$ cat config.mk
export PLATFORM = sky130hd
export DESIGN_NAME = fetch_pipe
export DESIGN_NICKNAME = d
export VERILOG_FILES = /design/src/rtl/fetch_pkg.sv /design/src/rtl/fetch_fifo.sv /design/src/rtl/fetch_pipe.sv
export SDC_FILE = /design/constraint.sdc
export NUM_CORES = 1
export LEC_CHECK = 0
export CAP_MARGIN = 20
export CORE_ASPECT_RATIO = 0.8
export CORE_UTILIZATION = 47
export DETAILED_ROUTE_END_ITERATION = 8
export PLACE_DENSITY = 0.79
export SLEW_MARGIN = 30
export SYNTH_ARGS = -nofsm -noshare
export SYNTH_HDL_FRONTEND = slang
export SYNTH_HIERARCHICAL = 1
export SYNTH_SLANG_ARGS = --single-unit
$ cat constraint.sdc
create_clock -name clk -period 4.9 [get_ports clk]
set_input_delay 0.49 -clock clk [delete_from_list [all_inputs] [get_ports clk]]
set_output_delay 0.49 -clock clk [all_outputs]
set_load 0.01 [all_outputs]
$ cat src/rtl/fetch_pkg.sv
// ----------------------------------------------------------------------------
// fetch_pkg
//   Shared definitions for the instruction-fetch stage: FSM state encoding
//   and default values for the PC step and the PC loaded at reset.
// ----------------------------------------------------------------------------
package fetch_pkg;

    // RUN : free to issue a request
    // WAIT: exactly one request outstanding to instruction memory
    // HALT: sticky stop, left only by a redirect or reset
    typedef enum logic [1:0] {
        ST_RUN  = 2'd0,
        ST_WAIT = 2'd1,
        ST_HALT = 2'd2
    } fetch_state_e;

    localparam int          DEFAULT_PC_STEP  = 2;
    localparam logic [15:0] DEFAULT_RESET_PC = 16'h0000;

endpackage

$ cat src/rtl/fetch_fifo.sv
// ----------------------------------------------------------------------------
// fetch_fifo
//   Small synchronous FIFO holding fetched {next_pc, pc, instr} tuples.
//   The head entry is visible combinationally on rdata whenever count != 0.
// Ports
//   clk, rst     clock and asynchronous active-high reset
//   flush        empties the FIFO; wins over push and pop in the same cycle
//   push, wdata  write one entry (ignored when full unless a pop frees a slot)
//   pop          remove the head entry (ignored when empty)
//   rdata        head entry
//   count        number of valid entries, 0..DEPTH
// ----------------------------------------------------------------------------
module fetch_fifo #(
    parameter int WIDTH = 48,
    parameter int DEPTH = 2
) (
    input  logic                     clk,
    input  logic                     rst,
    input  logic                     flush,
    input  logic                     push,
    input  logic [WIDTH-1:0]         wdata,
    input  logic                     pop,
    output logic [WIDTH-1:0]         rdata,
    output logic [$clog2(DEPTH):0]   count
);

    localparam int PTR_W = $clog2(DEPTH);
    localparam int CNT_W = PTR_W + 1;
    localparam logic [CNT_W-1:0] DEPTH_C = CNT_W'(DEPTH);

    logic [WIDTH-1:0] mem_q [DEPTH];
    logic [PTR_W-1:0] wr_ptr_q, wr_ptr_d;
    logic [PTR_W-1:0] rd_ptr_q, rd_ptr_d;
    logic [CNT_W-1:0] count_q, count_d;
    logic             do_push;
    logic             do_pop;
    logic             wr_en;

    always_comb begin
        do_pop   = pop && (count_q != '0);
        // A full FIFO may still accept a write when the head leaves this cycle.
        do_push  = push && ((count_q != DEPTH_C) || do_pop);
        wr_en    = do_push && !flush;
        wr_ptr_d = wr_ptr_q;
        rd_ptr_d = rd_ptr_q;
        count_d  = count_q;
        if (flush) begin
            wr_ptr_d = '0;
            rd_ptr_d = '0;
            count_d  = '0;
        end else begin
            if (do_push) begin
                wr_ptr_d = wr_ptr_q + PTR_W'(1);
            end
            if (do_pop) begin
                rd_ptr_d = rd_ptr_q + PTR_W'(1);
            end
            case ({do_push, do_pop})
                2'b10:   count_d = count_q + CNT_W'(1);
                2'b01:   count_d = count_q - CNT_W'(1);
                default: count_d = count_q;
            endcase
        end
    end

    always_ff @(posedge clk or posedge rst) begin
        if (rst) begin
            wr_ptr_q <= '0;
            rd_ptr_q <= '0;
            count_q  <= '0;
        end else begin
            wr_ptr_q <= wr_ptr_d;
            rd_ptr_q <= rd_ptr_d;
            count_q  <= count_d;
        end
    end

    // Data storage carries no reset; only the pointers define validity.
    always_ff @(posedge clk) begin
        if (wr_en) begin
            mem_q[wr_ptr_q] <= wdata;
        end
    end

    assign rdata = mem_q[rd_ptr_q];
    assign count = count_q;

endmodule

$ cat src/rtl/fetch_pipe.sv
// ----------------------------------------------------------------------------
// fetch_pipe
//   Decoupled instruction-fetch stage. Owns the PC, issues one word request
//   at a time to a variable-latency instruction memory, and buffers returned
//   {pc, instr, pc+PC_STEP} tuples for decode. Redirects flush the buffer and
//   squash any in-flight response through a one-bit epoch tag.
// Ports
//   clk, rst                       clock, asynchronous active-high reset
//   redirect_valid, redirect_pc    load a new PC, flush, squash in-flight fetch
//   halt_in                        sticky request to stop issuing fetches
//   imem_req, imem_addr            request strobe and address to memory
//   imem_valid, imem_rdata         response strobe and data from memory
//   out_valid, out_ready           head-of-buffer handshake with decode
//   out_instr, out_pc, out_next_pc head tuple
//   halted                         halted with nothing outstanding
// ----------------------------------------------------------------------------
module fetch_pipe
    import fetch_pkg::*;
#(
    parameter int                ADDR_W     = 16,
    parameter int                INSTR_W    = 16,
    parameter int                PC_STEP    = DEFAULT_PC_STEP,
    parameter logic [ADDR_W-1:0] RESET_PC   = ADDR_W'(DEFAULT_RESET_PC),
    parameter int                FIFO_DEPTH = 2
) (
    input  logic               clk,
    input  logic               rst,
    input  logic               redirect_valid,
    input  logic [ADDR_W-1:0]  redirect_pc,
    input  logic               halt_in,
    output logic               imem_req,
    output logic [ADDR_W-1:0]  imem_addr,
    input  logic               imem_valid,
    input  logic [INSTR_W-1:0] imem_rdata,
    output logic               out_valid,
    input  logic               out_ready,
    output logic [INSTR_W-1:0] out_instr,
    output logic [ADDR_W-1:0]  out_pc,
    output logic [ADDR_W-1:0]  out_next_pc,
    output logic               halted
);

    localparam int ENTRY_W = 2 * ADDR_W + INSTR_W;
    localparam int CNT_W   = $clog2(FIFO_DEPTH) + 1;
    localparam logic [CNT_W-1:0]  DEPTH_C = CNT_W'(FIFO_DEPTH);
    localparam logic [ADDR_W-1:0] STEP_C  = ADDR_W'(PC_STEP);

    fetch_state_e      state_q, state_d;
    logic [ADDR_W-1:0] pc_q, pc_d;
    logic [ADDR_W-1:0] wait_pc_q, wait_pc_d;   // PC of the outstanding request
    logic              epoch_q, epoch_d;
    logic              tag_q, tag_d;           // epoch the outstanding request belongs to
    logic              halt_q, halt_d;

    logic               resp;
    logic               fifo_push;
    logic               fifo_pop;
    logic [CNT_W-1:0]   fifo_count;
    logic [CNT_W-1:0]   count_eff;
    logic [ENTRY_W-1:0] fifo_wdata;
    logic [ENTRY_W-1:0] fifo_rdata;
    logic               issue;

    always_comb begin
        resp      = (state_q == ST_WAIT) && imem_valid;
        // Redirect squashes a response arriving in the same cycle.
        fifo_push = resp && (tag_q == epoch_q) && !redirect_valid;
        fifo_pop  = (fifo_count != '0) && out_ready && !redirect_valid;
        // Occupancy after this cycle's push/pop; a response cycle may issue
        // the next request as long as a slot is still free for it.
        count_eff = fifo_count + CNT_W'(fifo_push) - CNT_W'(fifo_pop);
        issue     = !rst && !redirect_valid && !halt_q &&
                    (((state_q == ST_RUN) && (fifo_count < DEPTH_C)) ||
                     (resp && (count_eff < DEPTH_C)));

        pc_d      = pc_q;
        wait_pc_d = wait_pc_q;
        tag_d     = tag_q;
        epoch_d   = epoch_q ^ redirect_valid;
        halt_d    = redirect_valid ? 1'b0 : (halt_q | halt_in);

        if (redirect_valid) begin
            pc_d = redirect_pc;
        end else if (issue) begin
            pc_d      = pc_q + STEP_C;
            wait_pc_d = pc_q;
            tag_d     = epoch_q;
        end

        state_d = state_q;
        case (state_q)
            ST_RUN: begin
                if (issue) begin
                    state_d = ST_WAIT;
                end else if (!redirect_valid && halt_q) begin
                    state_d = ST_HALT;
                end
            end
            ST_WAIT: begin
                // A redirect here leaves the request outstanding; its stale
                // response is dropped when it arrives.
                if (imem_valid) begin
                    if (issue) begin
                        state_d = ST_WAIT;
                    end else if (!redirect_valid && halt_q) begin
                        state_d = ST_HALT;
                    end else begin
                        state_d = ST_RUN;
                    end
                end
            end
            ST_HALT: begin
                if (redirect_valid) begin
                    state_d = ST_RUN;
                end
            end
            default: state_d = ST_RUN;
        endcase
    end

    always_ff @(posedge clk or posedge rst) begin
        if (rst) begin
            state_q   <= ST_RUN;
            pc_q      <= RESET_PC;
            wait_pc_q <= RESET_PC;
            epoch_q   <= 1'b0;
            tag_q     <= 1'b0;
            halt_q    <= 1'b0;
        end else begin
            state_q   <= state_d;
            pc_q      <= pc_d;
            wait_pc_q <= wait_pc_d;
            epoch_q   <= epoch_d;
            tag_q     <= tag_d;
            halt_q    <= halt_d;
        end
    end

    // next_pc is stored with the entry so decode sees it without an adder.
    assign fifo_wdata = {wait_pc_q + STEP_C, wait_pc_q, imem_rdata};

    fetch_fifo #(
        .WIDTH (ENTRY_W),
        .DEPTH (FIFO_DEPTH)
    ) u_fifo (
        .clk   (clk),
        .rst   (rst),
        .flush (redirect_valid),
        .push  (fifo_push),
        .wdata (fifo_wdata),
        .pop   (fifo_pop),
        .rdata (fifo_rdata),
        .count (fifo_count)
    );

    assign imem_req    = issue;
    assign imem_addr   = pc_q;
    assign out_valid   = (fifo_count != '0);
    assign out_next_pc = fifo_rdata[ENTRY_W-1 -: ADDR_W];
    assign out_pc      = fifo_rdata[INSTR_W +: ADDR_W];
    assign out_instr   = fifo_rdata[INSTR_W-1:0];
    assign halted      = (state_q == ST_HALT);

endmodule

==> results.ini <==
[placed_design]
gp_congestion=0.841
dp.cells=629
dp_hpwl_um=7470
post_dp_cell_area_um2=7030
port_buffers=104

[timing]
drv_slew=0
max_freq_mhz=257
hold_viol=0
period_share_pct=79.5
rsz0062_at_grt=false
min_period_ns=3.89
setup_violations=0
worst_pin_slew_ns=0.873
max_slew_margin_pct=41.4
fin_skew_ns=0.00773
finalSetupTns_ns=0

[clock_network]
ctsResizeCount=0
hold_buffers=0
cts_tree=yes
cts-root-buf=clkbuf_16
clock_sinks=137
cts_buffer_depth=2
h-tree-depth=4
post_cts_buffers=0
clkTransAtPathRegs_ns=0.05
clkLatencyLatePin_ns=0.41
numCtsBuffers=17

[floorplanning]
core.rowCount=35
ios=105
start_util_pct=49.4
die_h_um=101
core-area_um2=11800
die_w_um=126
dieArea_um2=12800

[synth]
synthArstFlopShare_pct=29.9
synth_edf_count=96
seq_area_frac_synth_pct=67.2
syn_area_um2=5810
ys_types=47
synth_flop_cell=edfxtp_1
ys_ff_latch=137
ys_warn_count=6
syn_inst=382
syn_area_per_cell_um2=15.2
synthesis.nets=423

[finish]
nFillCells=844
nets=541
n_antenna_cell=0
drive_gt1_share_pct=22.6
layout_commonest_cell=clkdlybuf4s50_1
most-common-layout-cells=clkdlybuf4s50_1, edfxtp_1, mux2_2, dfrtp_1, nor2_1
final_cell_count_no_fill=661
postLayoutCellArea_um2=7610
final_util_pct=64.6
syn2layout_area_growth_pct=30.9

[power_and_ir_drop]
clkPwrFrac_pct=40.4
combPwrFrac_pct=10.8
cellPowerDensity_nw_per_um2=404
switchingPower_w=0.000714
seqPwrFrac_pct=48.8
switching_share_pct=23.2
p_int_w=0.00237
vdd_ir_drop_max_v=0.000264
leakage_nw=2.70

[setup_path]
cp-end-kind=primary output
reg2reg_from=u_fifo/count[1]
cpPeakStageDelay_ns=0.58
cp_slowest_cell=o31ai_4
cp_max_fo=24
path_common_cell=clkdlybuf4s50_1
worstPathRequired_ns=4.41
crit_chain=clkdlybuf4s50_1, inv_1, buf_4, and3_1, ha_1, o311a_4, o31ai_4, nor2_4, clkdlybuf4s50_1
arrival_ns=3.40
crit_path_start=redirect_valid
critPathKind=primary input to primary output
crit_path_start_kind=primary input

[route]
routed_via_density=5.40
antenna_left=0
dr.pass1.iters=4
route.detailed.drc=0
totalWireLength_um=11200
wl_per_cell_um=16.9
drtIter0Drc=242
vias=3569

[grt]
grt_start_max_net_pins=49
grt-ovfl-total=0
grt_usage_pct=18.9
antenna_found_initial=0
grt_pass1_wl_um=18200
first_global_vias=3647

[outcome]
status=complete, no violations

[hold_path]
hp-class=primary input to asynchronous set/reset pin

[job]
cap_violations=0

-- power groups by stage --
stage               sequential, W  combinational (W)  clock (W)
floorplan                 0.00149           0.000210          0
global placement          0.00151           0.000321          0
detailed placement        0.00152           0.000333          0
CTS                       0.00150           0.000337    0.00127
global route              0.00152           0.000365    0.00132
finish                    0.00150           0.000333    0.00125
-- layout make-up --
| type | instances | area, um^2 | area share, % |
|---|---|---|---|
| Sequential cell | 137 | 3910 | 51.4 |
| Multi-Input combinational cell | 222 | 1800 | 23.6 |
| Clock buffer | 25 | 495 | 6.51 |
| Clock inverter | 7 | 91.3 | 1.20 |
| Tap cell | 148 | 185 | 2.43 |
| Timing Repair Buffer | 111 | 1090 | 14.4 |
| Inverter | 11 | 41.3 | 0.542 |
-- state kept, by name, indices dropped and copies added (netlist names) --
| signal | flops |
|---|---|
| epoch_q | 1 |
| halt_q | 1 |
| imem_addr | 16 |
| state_q | 2 |
| tag_q | 1 |
| u_fifo/count | 2 |
| u_fifo/mem_q | 96 |
| u_fifo/rd_ptr_q | 1 |
| u_fifo/wr_ptr_q | 1 |
| wait_pc_q | 16 |
-- metal layers --
layer	wire length [um]	track usage, %
met5	0	0
met4	81	7.88
met3	741	5.55
met2	5170	30.3
met1	5200	24.3
-- worst paths after layout --
check / endpoint / slack, ns / cells past startpoint
setup / recovery: imem_req / 1.01 / 9
hold / removal: state_q[1] / 0.44 / 2
setup reg to reg: wait_pc_q[10] / 1.73 / 8
hold reg to reg: epoch_q / 0.51 / 1
max in group asynchronous: wait_pc_q[14] / 3.81 / 3
min in group clk: epoch_q / 0.51 / 1
-- cells by family (layout without fill, tap and decap cells) --
kind of cell	Yosys count	in the layout	share of synthesized area (%)
and+or+nand+nor	90	90	8.50
buffers and inverters	23	154	2.09
AOI/OAI and AO/OA	41	41	5.01
DFF	137	137	67.2
muxes	66	66	13.2
adders and majority gates	3	3	0.646
xor gates and xnor gates	22	22	3.31
-- cells in the mapped netlist (3+ instances only) --
master	number	area, um^2
buf_2	5	25.0
inv_1	11	41.3
mux2_2	58	653
nand3_1	13	65.1
a21oi_1	4	20.0
dfrtp_1	41	1030
xnor2_1	10	87.6
or4_1	4	30.0
edfxtp_1	96	2880
nor3_1	6	30.0
ha_1	3	37.5
nand2_1	15	56.3
o21ai_0	12	60.1
o31ai_1	6	45.0
clkbuf_1	3	11.3
a31oi_1	10	62.6
nor2_1	26	97.6
mux2_4	7	105
or3_1	5	31.3
nand4_1	4	25.0
xor2_1	12	105
-- through the flow --
stage          hold WS [ns]  total power (W)  setup WS, ns
2_1_floorplan         0.256          0.00170          1.03
3_3_place_gp          0.494          0.00183          1.11
3_5_place_dp          0.497          0.00186          1.02
4_1_cts               0.407          0.00311          1.01
5_1_grt               0.437          0.00320         0.860
6_report              0.442          0.00308          1.01
-- worst max-delay path: cells and delay by family --
kind                       cells  cell delay, ns
adders and majority gates      1            0.30
and+or+nand+nor                2            0.41
buffers and inverters          4            1.23
AOI/OAI and AO/OA              2            0.98
No activity file was read; power rests on OpenSTA's default activity.
